==> src/rtl/icache_direct.sv <==
// Direct-mapped, one-word-per-line instruction cache between the fetch port and the memory controller.
// Optional hit/miss counters are built when ICACHE_STATS_EN is defined; otherwise both counters read 0.
module icache_direct #(
  parameter int unsigned SETS    = 16,
  parameter logic [31:0] PC_INIT = 32'h0
) (
  input  logic        CLK,
  input  logic        nRST,
  input  logic        imemREN,
  input  logic [31:0] imemaddr,
  output logic        ihit,
  output logic [31:0] imemload,
  output logic        iREN,
  output logic [31:0] iaddr,
  input  logic        iwait,
  input  logic [31:0] iload,
  output logic [31:0] hit_count,
  output logic [31:0] miss_count
);
  localparam int unsigned IDX_W = $clog2(SETS);
  localparam int unsigned TAG_W = 30 - IDX_W;

  typedef enum logic {IDLE, FILL} state_t;

  state_t            state, next_state;
  logic [31:0]       miss_addr;
  logic [SETS-1:0]   valid;
  logic [TAG_W-1:0]  tag_mem  [SETS];
  logic [31:0]       data_mem [SETS];
  logic [IDX_W-1:0]  req_idx, fill_idx;
  logic [TAG_W-1:0]  req_tag, fill_tag;
  logic              hit, fill_done;

  // PC_INIT exists only so the instance matches the datapath parameter set.
  logic unused_pc_init;
  assign unused_pc_init = ^PC_INIT;

  assign req_idx   = imemaddr[2 +: IDX_W];
  assign req_tag   = imemaddr[31 : 2+IDX_W];
  assign fill_idx  = miss_addr[2 +: IDX_W];
  assign fill_tag  = miss_addr[31 : 2+IDX_W];
  assign hit       = (state == IDLE) && imemREN && valid[req_idx] &&
                     (tag_mem[req_idx] == req_tag);
  assign fill_done = (state == FILL) && !iwait;

  always_ff @(posedge CLK or negedge nRST) begin
    if (!nRST) begin
      state     <= IDLE;
      miss_addr <= 32'h0;
    end else begin
      state <= next_state;
      if (state == IDLE && imemREN && !hit)
        miss_addr <= imemaddr;
    end
  end

  // Hits are served combinationally; a fill blocks lookups until it lands.
  always_comb begin
    next_state = state;
    ihit       = 1'b0;
    iREN       = 1'b0;
    iaddr      = imemaddr;
    imemload   = data_mem[req_idx];
    case (state)
      IDLE: begin
        ihit = hit;
        if (imemREN && !hit)
          next_state = FILL;
      end
      FILL: begin
        iREN  = 1'b1;
        iaddr = miss_addr;
        if (!iwait)
          next_state = IDLE;
      end
    endcase
  end

  always_ff @(posedge CLK or negedge nRST) begin
    if (!nRST)
      valid <= '0;
    else if (fill_done)
      valid[fill_idx] <= 1'b1;
  end

  // Tag and data need no reset: valid gates every use.
  always_ff @(posedge CLK) begin
    if (fill_done) begin
      tag_mem[fill_idx]  <= fill_tag;
      data_mem[fill_idx] <= iload;
    end
  end

`ifdef ICACHE_STATS_EN
  logic [31:0] hit_cnt, miss_cnt;

  always_ff @(posedge CLK or negedge nRST) begin
    if (!nRST) begin
      hit_cnt  <= 32'h0;
      miss_cnt <= 32'h0;
    end else begin
      if (ihit)
        hit_cnt <= hit_cnt + 32'd1;
      if (state == IDLE && next_state == FILL)
        miss_cnt <= miss_cnt + 32'd1;
    end
  end

  assign hit_count  = hit_cnt;
  assign miss_count = miss_cnt;
`else
  assign hit_count  = 32'h0;
  assign miss_count = 32'h0;
`endif

endmodule
==> config.mk <==
export PLATFORM = sky130hd
export DESIGN_NAME = icache_direct
export DESIGN_NICKNAME = d
export VERILOG_FILES = /design/src/rtl/icache_direct.sv
export SDC_FILE = /design/constraint.sdc
export NUM_CORES = 1
export LEC_CHECK = 0
export BUFFER_PORTS_ARGS = -buffer_cell sky130_fd_sc_hd__buf_2
export CORE_UTILIZATION = 60
export CTS_BUF_LIST = sky130_fd_sc_hd__clkbuf_2 sky130_fd_sc_hd__clkbuf_4 sky130_fd_sc_hd__clkbuf_8
export DETAILED_ROUTE_END_ITERATION = 8
export PLACE_DENSITY = 0.78
export SLEW_MARGIN = 10
export SYNTH_ARGS = -nofsm -noshare
export SYNTH_HDL_FRONTEND = slang
export SYNTH_SLANG_ARGS = --single-unit
export TNS_END_PERCENT = 50
==> constraint.sdc <==
create_clock -name CLK -period 12.93 [get_ports CLK]
set_input_delay 2.586 -clock CLK [delete_from_list [all_inputs] [get_ports CLK]]
set_output_delay 2.586 -clock CLK [all_outputs]
set_load 0.01 [all_outputs]
==> summary.md <==
The run gives 0 as the number of gates resized after CTS. The total overflow left after global routing is 0. The tools report the sequential share of the synthesized area as 75.41%. For flop-to-flop paths, the worst setup slack is 8740 ps.

The run gives 26.65% as the global-route usage over all layers. The slew at the pin closest to its max-slew limit is 1076 ps. Maximum clock frequency: 108.3 MHz.

The worst setup path is launched from a primary input. TritonCTS built the clock tree. The logs give 3723 ps for the setup slack after placement and 977 for the clock sink count. The flip-flop and latch count after synthesis works out to 977.

The highest net fanout along the worst path was 98. The fraction of final layout cells with drive strength greater than 1 came out at 36.48%. The horizontal die dimension is 255.6 um. The largest total area in the synthesized netlist belongs to edfxtp_1.

The run gives 44.80 mm as the total half-perimeter wirelength after legalization and detailed placement. The tools report the area of the die as 65,320 um^2. The final weighted congestion of routability-driven global placement is 0.8439.

The run gives 0 as the total count of max-transition violations in the final report. The most used flip-flop cell after synthesis was edfxtp_1. For the clock latency of the later-clocked register in the worst-skew pair, the log shows 790 ps.

The tools report the peak supply drop as 103.0 uV. After clock tree synthesis, the clock-pin slew on the worst setup and hold paths is 60 ps. The synthesized design contains 928 enable-type register cells.

In this run the deepest clock path goes through 3 buffers. For this design the top-level I/O count stands at 198. In this run the number of H-tree levels came out at 4. The final critical path takes up 71.42% of the cycle.

The routed layout has 18,840 vias. For this run, design rule violations remaining after detail routing come to 0. The final layout contains 2,064 nets. Post-layout minimum cycle time: 9234 ps. Total power divided by cell area: 157.7 nW/um^2. The mean instance size in the synthesized netlist came out at 21.95 um^2. For this run, asynchronously set or reset flops after synthesis account for 5.015%. The wire length per cell after detailed routing is 28.78 um. The most frequent cell after synthesis is edfxtp_1. For the final database, setup skew stands at 31.99 ps. The share of synthesized area in the top cell type comes to 72.23%.

The completed layout was analyzed and its total power is 6.779 mW. Setup repair after global routing left no endpoint under its margin. Across all setup checks in the final design, the least slack found is 3696 ps. The max capacitance violation total is 0. The leakage power is 14.22 nW, and the total routed wirelength is 85.17 mm. The type of the most critical hold path is reg2reg.

The via count of the first global-routing pass was 19,450. The type of the setup path with the least slack is in2out. Buffers inserted during clock tree synthesis total 151. In the final timing run, aggregate negative setup slack is 0 ps. The die extent in y works out to 255.6 um.

After synthesis, the cell types taking the most area are edfxtp_1 72%, mux4_2 15%, dfrtp_1 3.2%, buf_4 1.4%, mux2_4 1.1%. The region available for standard cell placement spans 63,310 um^2. The worst pin sits at a relative slew slack of 28.09%. Final hold analysis gives a worst-case slack of 459.0 ps. The tools report the timing startpoint of the critical path as imemaddr[3]. Using the TritonRoute via totals, the vias-per-cell ratio works out to 6.365. The data arrival at the endpoint of the critical path came out at 6650 ps. Cell at the root of the clock tree: clkbuf_8. The startpoint of the lowest-slack register-to-register path is tag_mem[2][25]. The worst setup path is captured at an output pin. The number of cells on the worst reg-to-reg path is 10.

For this run, the detailed router's first-pass iteration total came to 6. The run gives 2,241 as the starting DRC count in detailed routing. Cell area after synthesis: 38,580 um^2.

Relative to the synthesized area, the layout overhead comes to 11.40%. The pin count of the biggest net entering global routing was 99. The logs give 0 for the count of yosys warnings during synthesis and 60.94% for the starting utilization of the core area. Reg-to-reg endpoint: miss_addr[25]. The hold buffer count at CTS came out at 0.

The logs give 0 for the total setup violations reported at the end of the flow and 1,758 for the number of standard cells after synthesis. During placement, the flow inserted port buffers numbering 133. The flow ran to the end, and the final reports show no timing, DRC or antenna violations. The tools report the initial antenna violation count as 4. By count the netlist is led by 928 x edfxtp_1, 254 x mux4_2, 71 x buf_4, 49 x dfrtp_1, 42 x nor2_1. The first global-routing pass estimated 125.4 mm of wire. The remaining antenna violation count was 0. The most critical setup path has its endpoint at ihit. STA puts the critical path data required time at 10,340 ps. Buffers added to address setup during post-CTS repair amount to 0. The floorplan has 92 rows. The number of distinct library cell variants in the gate-level netlist after synthesis was 54.

For the hold violation total from the final report, the log shows 0.
-- per-stage QoR --
stage	utilization [%]	area, um^2	instances
detailed placement	63.30	40080	2689
finish	67.89	42980	2959
floorplan	-	38820	1821
global placement	63.30	40080	2689
global route	67.88	42970	2957
CTS	67.88	42970	2957
-- state kept, by name, indices dropped and copies added, names as in the netlist --
| signal | flops |
|---|---|
| state | 1 |
| data_mem | 512 |
| valid | 16 |
| miss_addr | 32 |
| tag_mem | 416 |
-- worst min-delay path by stage --
stage                   start         to  slack [ps]  cells past startpoint
floorplan           valid[10]  valid[10]         430                      1
global route        valid[12]  valid[12]         480                      1
global placement     valid[3]   valid[3]         450                      1
CTS                  valid[8]   valid[8]         460                      1
finish               valid[8]   valid[8]         460                      1
detailed placement   valid[8]   valid[8]         450                      1
-- placed cells by master, fill, tap and decap left out, drive strengths merged, types with 6 or more instances in the layout --
| master | synthesis | final |
|---|---|---|
| edfxtp | 928 | 928 |
| mux4 | 254 | 254 |
| clkbuf | 35 | 214 |
| buf | 114 | 170 |
| conb | 1 | 64 |
| mux2 | 64 | 64 |
| dfrtp | 49 | 49 |
| clkinv | 0 | 44 |
| nor2 | 42 | 42 |
| mux2i | 40 | 40 |
| nand2 | 31 | 31 |
| o21ai | 19 | 19 |
| or2 | 18 | 18 |
| nor3 | 15 | 15 |
| xnor2 | 13 | 13 |
| xor2 | 12 | 12 |
| a21oi | 11 | 11 |
| a22oi | 10 | 10 |
| o22ai | 10 | 10 |
| nand3 | 9 | 9 |
| inv | 7 | 9 |
| clkinvlp | 0 | 8 |
| nor2b | 7 | 7 |
| a221oi | 7 | 7 |
| nand4 | 6 | 6 |
-- logic make-up (layout without fill, tap and decap cells) --
family | after synthesis | count (layout) | share of synthesized area (%)
AO/OA/AOI/OAI | 82 | 82 | 1.495
XOR/XNOR | 25 | 25 | 0.5675
buffers and inverters | 156 | 446 | 2.387
flip-flops | 977 | 977 | 75.41
multiplexers | 358 | 358 | 18.02
other | 1 | 66 | 0.009720
AND/OR/NAND/NOR | 159 | 159 | 2.118
-- layout make-up --
type | instances | area, um^2
clock buffers | 213 | 2594
flip-flops and latches | 977 | 29090
inverters | 7 | 27.53
fillers | 3853 | 20330
diodes | 2 | 5.005
multi-input cells | 688 | 8914
well taps | 846 | 1059
clock inverters | 55 | 301.5
repair buffers | 171 | 984.7
-- worst max-delay path, stage by stage --
cell and delay, ps:
clkbuf_8 580, buf_4 800, mux4_2 420, mux4_2 480, xor2_1 190, nor2_1 100
nand4_1 130, or4_1 550, nor3_1 370, buf_2 210
-- layer usage --
layer  vias to the layer above  GRT usage, %  wire length [um]
met2                      1041         43.43             43330
met4                         4         9.248              2014
met5                         -             0                26
met1                      9894         36.82             32410
met3                       177         4.942              7393
li1                       7719             -                 -
-- report_power, final --
| part | leakage, nW | total, mW | switching (mW) | internal, mW |
|---|---|---|---|---|
| Combinational | 3.77 | 0.538 | 0.301 | 0.237 |
| Sequential | 8.93 | 3.79 | 0.123 | 3.66 |
| Clock | 1.52 | 2.45 | 1.14 | 1.31 |
Power figures use the tool's default switching activity.
